==> src/rtl/fb_write_arbiter.sv <==
// fb_write_arbiter
// Arbitrates framebuffer writes between two requesters (game logic on port 0,
// overlay on port 1) and a full-frame fill engine. Round-robin grants in IDLE,
// sequential fill of every cell in CLEAR, one registered write port.
//
// Optional build macro: FB_VBLANK_GATE_EN
//   defined   -> writes (grants and fill steps) are allowed only while vblank
//                is high; a fill pauses and holds its address while vblank is
//                low and resumes at that address when vblank rises.
//   undefined -> vblank is ignored and a write may be issued every cycle.

module fb_write_arbiter #(
    parameter int FB_DEPTH = 19200,
    parameter int ADDR_W   = 16
) (
    input  logic              dclk,
    input  logic              clr,
    input  logic              vblank,
    input  logic              valid0,
    input  logic              valid1,
    input  logic [ADDR_W-1:0] addr0,
    input  logic [ADDR_W-1:0] addr1,
    input  logic [2:0]        data0,
    input  logic [2:0]        data1,
    output logic              ready0,
    output logic              ready1,
    input  logic              clear_start,
    input  logic [2:0]        clear_code,
    output logic              clear_busy,
    output logic [ADDR_W-1:0] wmemaddr,
    output logic [2:0]        wmemdata,
    output logic              wmemwe
);

    // FSM encoding
    localparam logic [0:0] ST_IDLE  = 1'b0;
    localparam logic [0:0] ST_CLEAR = 1'b1;

    // Depth widened by one bit so the range test also works when FB_DEPTH
    // equals 2**ADDR_W.
    localparam logic [ADDR_W:0]   DEPTH_EXT = (ADDR_W + 1)'(FB_DEPTH);
    localparam logic [ADDR_W-1:0] LAST_ADDR = ADDR_W'(FB_DEPTH - 1);
    localparam logic [ADDR_W-1:0] ADDR_ONE  = ADDR_W'(1);
    localparam logic [ADDR_W-1:0] ADDR_ZERO = {ADDR_W{1'b0}};

    // ------------------------------------------------------------------
    // State
    // ------------------------------------------------------------------
    logic [0:0]        state_r;
    logic              busy_r;
    logic [ADDR_W-1:0] fill_cnt_r;
    logic [2:0]        fill_code_r;
    logic              prio_r;          // 0: requester 0 favoured, 1: requester 1
    logic [ADDR_W-1:0] wmemaddr_r;
    logic [2:0]        wmemdata_r;
    logic              wmemwe_r;

    // ------------------------------------------------------------------
    // Decode
    // ------------------------------------------------------------------
    logic              allow_s;
    logic              ready0_s;
    logic              ready1_s;
    logic              start_s;
    logic              accept_s;
    logic              fill_step_s;
    logic              fill_last_s;
    logic [ADDR_W-1:0] sel_addr_s;
    logic [2:0]        sel_data_s;
    logic              in_range_s;

`ifdef FB_VBLANK_GATE_EN
    // Memory may only be touched outside active video rows.
    assign allow_s = vblank;
`else
    // Writes are unrestricted; vblank is deliberately left unused.
    logic vblank_unused_s;
    assign vblank_unused_s = vblank;
    assign allow_s         = 1'b1;
`endif

    // A fill request in IDLE takes precedence over any pending requester.
    assign start_s = (state_r == ST_IDLE) && clear_start && !clr;

    // Round-robin grant: at most one ready, none during reset, fill or gating.
    always_comb begin
        ready0_s = 1'b0;
        ready1_s = 1'b0;
        if (!clr && (state_r == ST_IDLE) && allow_s && !clear_start) begin
            if (valid0 && valid1) begin
                if (prio_r == 1'b0) begin
                    ready0_s = 1'b1;
                end else begin
                    ready1_s = 1'b1;
                end
            end else if (valid0) begin
                ready0_s = 1'b1;
            end else if (valid1) begin
                ready1_s = 1'b1;
            end else begin
                ready0_s = 1'b0;
                ready1_s = 1'b0;
            end
        end else begin
            ready0_s = 1'b0;
            ready1_s = 1'b0;
        end
    end

    assign ready0 = ready0_s;
    assign ready1 = ready1_s;

    // Route the granted requester onto the write path.
    always_comb begin
        sel_addr_s = addr0;
        sel_data_s = data0;
        if (ready1_s) begin
            sel_addr_s = addr1;
            sel_data_s = data1;
        end else begin
            sel_addr_s = addr0;
            sel_data_s = data0;
        end
    end

    // Out-of-range requests are still accepted, they just never reach memory.
    assign in_range_s  = ({1'b0, sel_addr_s} < DEPTH_EXT);
    assign accept_s    = ready0_s || ready1_s;
    assign fill_step_s = (state_r == ST_CLEAR) && allow_s;
    assign fill_last_s = (fill_cnt_r == LAST_ADDR);

    // ------------------------------------------------------------------
    // Control: FSM, fill counter, latched fill colour, priority pointer
    // ------------------------------------------------------------------

    // Sequence IDLE/CLEAR, advance the fill and rotate requester priority.
    always_ff @(posedge dclk or posedge clr) begin
        if (clr) begin
            state_r     <= ST_IDLE;
            busy_r      <= 1'b0;
            fill_cnt_r  <= ADDR_ZERO;
            fill_code_r <= 3'd0;
            prio_r      <= 1'b0;
        end else begin
            case (state_r)
                ST_IDLE: begin
                    if (start_s) begin
                        fill_code_r <= clear_code;
                        fill_cnt_r  <= ADDR_ZERO;
                        state_r     <= ST_CLEAR;
                        busy_r      <= 1'b1;
                    end else if (accept_s) begin
                        // The requester just served loses priority next time.
                        prio_r <= ready0_s;
                    end else begin
                        prio_r <= prio_r;
                    end
                end
                ST_CLEAR: begin
                    // clear_start is ignored here; a fill runs to completion.
                    if (fill_step_s) begin
                        if (fill_last_s) begin
                            state_r    <= ST_IDLE;
                            busy_r     <= 1'b0;
                            fill_cnt_r <= ADDR_ZERO;
                        end else begin
                            fill_cnt_r <= fill_cnt_r + ADDR_ONE;
                        end
                    end else begin
                        fill_cnt_r <= fill_cnt_r;
                    end
                end
                default: begin
                    state_r    <= ST_IDLE;
                    busy_r     <= 1'b0;
                    fill_cnt_r <= ADDR_ZERO;
                end
            endcase
        end
    end

    // ------------------------------------------------------------------
    // Registered framebuffer write port
    // ------------------------------------------------------------------

    // Issue one-cycle write strobes; address/data hold between writes.
    always_ff @(posedge dclk or posedge clr) begin
        if (clr) begin
            wmemwe_r   <= 1'b0;
            wmemaddr_r <= ADDR_ZERO;
            wmemdata_r <= 3'd0;
        end else begin
            if (fill_step_s) begin
                wmemwe_r   <= 1'b1;
                wmemaddr_r <= fill_cnt_r;
                wmemdata_r <= fill_code_r;
            end else if (accept_s && in_range_s) begin
                wmemwe_r   <= 1'b1;
                wmemaddr_r <= sel_addr_s;
                wmemdata_r <= sel_data_s;
            end else begin
                wmemwe_r <= 1'b0;
            end
        end
    end

    assign wmemwe     = wmemwe_r;
    assign wmemaddr   = wmemaddr_r;
    assign wmemdata   = wmemdata_r;
    assign clear_busy = busy_r;

endmodule

==> config.mk <==
export PLATFORM = sky130hd
export DESIGN_NAME = fb_write_arbiter
export DESIGN_NICKNAME = d
export VERILOG_FILES = /design/src/rtl/fb_write_arbiter.sv
export SDC_FILE = /design/constraint.sdc
export NUM_CORES = 1
export LEC_CHECK = 0
export BUFFER_PORTS_ARGS = -buffer_cell sky130_fd_sc_hd__buf_2
export CELL_PAD_IN_SITES_DETAIL_PLACEMENT = 1
export CELL_PAD_IN_SITES_GLOBAL_PLACEMENT = 1
export CORE_MARGIN = 2
export CORE_UTILIZATION = 38
export DETAILED_ROUTE_END_ITERATION = 16
export PLACE_DENSITY_LB_ADDON = 0.1
export SLEW_MARGIN = 30
export SYNTH_ARGS = -nofsm -noshare
export SYNTH_HDL_FRONTEND = slang
export SYNTH_SLANG_ARGS = --single-unit
==> constraint.sdc <==
create_clock -name dclk -period 2.5 [get_ports dclk]
set_input_delay 0.125 -clock dclk [delete_from_list [all_inputs] [get_ports dclk]]
set_output_delay 0.125 -clock dclk [all_outputs]
set_load 0.02 [all_outputs]
==> impl_metrics.yaml <==
status:
  status: "complete, but fails checks"
  violations: "negative hold slack"
synthesis:
  synth.avg_cell_area_um2: 9.07
  synth.largest_area_cell: "dfrtp_1"
  synth-seq-cells: 42
  synthDistinctLibCells: 37
  ys_seq_area_share_pct: 43.7
  ys_top_cells_by_area: "dfrtp_1 44%, mux2i_1 7.5%, nand2_1 6.6%, a31o_2 6.2%, a21oi_1 5.8%"
  syn_area_mm2: 0.00240
  synth_fp_nets: 313
  ys_warn_count: 0
  synthCells: 265
  synth_top_cell_area_share_pct: 43.7
setup_path:
  rrSetupSlack_ns: 0.33
  critPathCaptureType: "register"
  crit_path_start_kind: "register"
  worst-path-max-fanout: 12
  crit_arrival_ns: 2.38
  worst-setup-path-type: "reg2reg"
  crit_required_ns: 2.72
clock_network:
  htree_levels: 2
  cts.sinks: 42
  root_buffer: "clkbuf_8"
  cts_resized: 0
  cts_made_buffers: 5
  cts_tree: "done"
  ctsLongestPathBuffers: 2
  postCtsHoldBufs: 0
  post_cts_buffers: 0
  clk_pin_slew_ns: 0.08
  clk_latency_ns: 0.29
global_route:
  use_met3_pct: 3.36
  top_usage_layer: "met1"
  antenna_found_initial: 0
  grt_max_degree: 43
  grt_pass1_vias: 2300
  grt-ovfl-total: 0
  grt_use_met2_pct: 30.5
  track_usage_pct: 20.2
  use_met1_pct: 30.6
  grt_pass1_wl_mm: 11.6
die:
  dieArea_mm2: 0.00698
  start_util_pct: 39.9
  row_count: 28
  core_mm2: 0.00603
  die_y_um: 83.5
  die_x_um: 83.5
  ioPinCount: 70
timing:
  finalClockSkew_ns: 0.00366
  holdWs_ns: -0.00691
  slew_headroom_pct: 43.7
  fin_crit_ns: 2.17
  clock.fmax_mhz: 461
  slew_violations: 0
  worst_pin_slew_ns: 0.844
  tns_ns: 0
  rsz0062_at_grt: "no"
  hold_violations: 11
  period_share_pct: 86.7
  setup_violations: 0
power_and_ir_drop:
  power_density_mw_per_mm2: 457
  power.total_mw: 1.33
  power.leakage_nw: 1.45
  p_sw_mw: 0.308
  power_frac_seq_pct: 51.7
  switching_share_pct: 23.2
  p_comb_share_pct: 7.7
  p_clk_share_pct: 40.6
  vdd_ir_drop_max_uv: 261
  p_int_mw: 1.02
placement:
  gp_congestion: 0.823
  dp_cells: 399
  port-buffer-count: 68
  hpwl_mm: 4.87
drt:
  drt_wl_total_mm: 6.72
  drtIter0Drc: 124
  drt.antenna.violating_nets: 0
  drcViolationCount: 0
  vias: 2260
  wl_per_cell_um: 16.5
  via_per_inst: 5.55
  dr.pass1.iters: 4
cells_and_area:
  layout-drive-gt1-share_pct: 31.6
  seq_area_mm2: 0.00105
  final_nets: 379
  antenna_cells: 0
  multiInputGateArea_mm2: 0.00122
  area_growth_pct: 20.7
  nFillCells: 731
  instances_no_fill: 407
job:
  max-cap-violations: 0
min_path:
  hold_class: "in2async"
==> worst max-delay path, cell delays in order (launching register included) <==
cell	delay [ns]
dfrtp_1	0.44
ha_1	0.27
nand4_1	0.15
nor2_1	0.14
a21oi_1	0.68
o21ai_0	0.21
a31oi_1	0.21
==> state kept, by name, summed over array words and instances (netlist names) <==
signal	count
wmemwe	1
clear_busy	1
prio_r	1
fill_code_r	3
fill_cnt_r	16
fill_step_s	1
wmemdata	3
wmemaddr	16
==> logic make-up after synthesis <==
family / count (synthesis) / synth area share, %
flops: 42 / 43.7
mux: 19 / 8.43
fa+ha+maj: 1 / 0.520
compound gates: 94 / 24.4
xor+xnor: 2 / 0.729
simple gates: 83 / 16.9
buf+inv: 24 / 5.31
==> layout make-up <==
class	instances	share of cell area [%]
inverter	8	1.03
sequential	42	36.2
clock buffer	5	2.37
clock inverter	3	1.38
timing repair buffer	75	13.5
multi-input combinational	199	42.2
tap	75	3.23
==> cells in the mapped netlist, drive strengths merged <==
master,count
nand4,2
nor2,6
buf,9
a31oi,8
a21oi,28
a21boi,1
a41oi,2
inv,8
nor4,3
dfrtp,42
clkbuf,7
a21o,3
nor3,2
mux2i,19
xnor2,2
ha,1
nand2,42
o22ai,5
and3,2
o31ai,1
o21ai,26
a31o,18
or3,3
nand2b,4
nand3,14
and2,2
and4,1
nand3b,2
a22o,2
==> metal layers <==
metal | part of all wire, % | routed length [µm] | vias to the layer above
li1 | - | - | 1094
met2 | 44 | 2940 | 75
met3 | 6.9 | 466 | 6
met1 | 48 | 3260 | 1085
met4 | 0.86 | 58 | 0
met5 | 0 | 0 | -
==> per-stage QoR <==
step | utilization, % | area [µm²] | setup WS [ns] | hold slack (ns)
CTS | 48.2 | 2900 | 0.326 | 0.0185
floorplan | - | 2400 | 0.784 | 0.229
finish | 48.2 | 2900 | 0.331 | -0.00691
global placement | 46.3 | 2790 | 0.391 | 0.316
detailed placement | 46.3 | 2790 | 0.352 | 0.323
global route | 48.2 | 2900 | 0.0481 | 0.0268
==> cell usage in the layout (no fill, tap or decap), types with 3 or more instances in the layout <==
cell	synthesis	routed
a21oi_1	28	28
nand2_1	42	42
inv_1	8	8
o21ai_0	12	12
nand2b_1	4	4
a31oi_1	8	8
buf_2	3	68
nor2_1	6	6
clkbuf_8	0	5
mux2i_1	18	18
nand3_1	13	13
o21ai_1	14	14
dfrtp_1	42	42
a31o_2	17	17
or3_1	3	3
a21o_1	3	3
buf_4	3	7
o22ai_1	5	5
==> power by group through the flow <==
stage	Combinational, mW	Sequential [mW]	Clock (mW)
after floorplan	0.0489	0.701	0
after global placement	0.102	0.699	0
after detailed placement	0.104	0.699	0
after CTS	0.105	0.686	0.548
after global routing	0.116	0.686	0.576
final	0.102	0.686	0.539
==> path summary, 6_finish.rpt <==
check / end / from / cells past startpoint
worst max register to register: fill_cnt_r[5] / fill_cnt_r[0] / 6
worst min-delay path: fill_cnt_r[7] / clr / 3
worst min register to register: clear_busy / clear_busy / 2
min in group dclk: fill_code_r[2] / clear_code[2] / 3
worst max-delay path: fill_cnt_r[5] / fill_cnt_r[0] / 6
max in group asynchronous: wmemaddr[13] / clr / 3
Note: power is estimated with default switching activity, not from simulation.
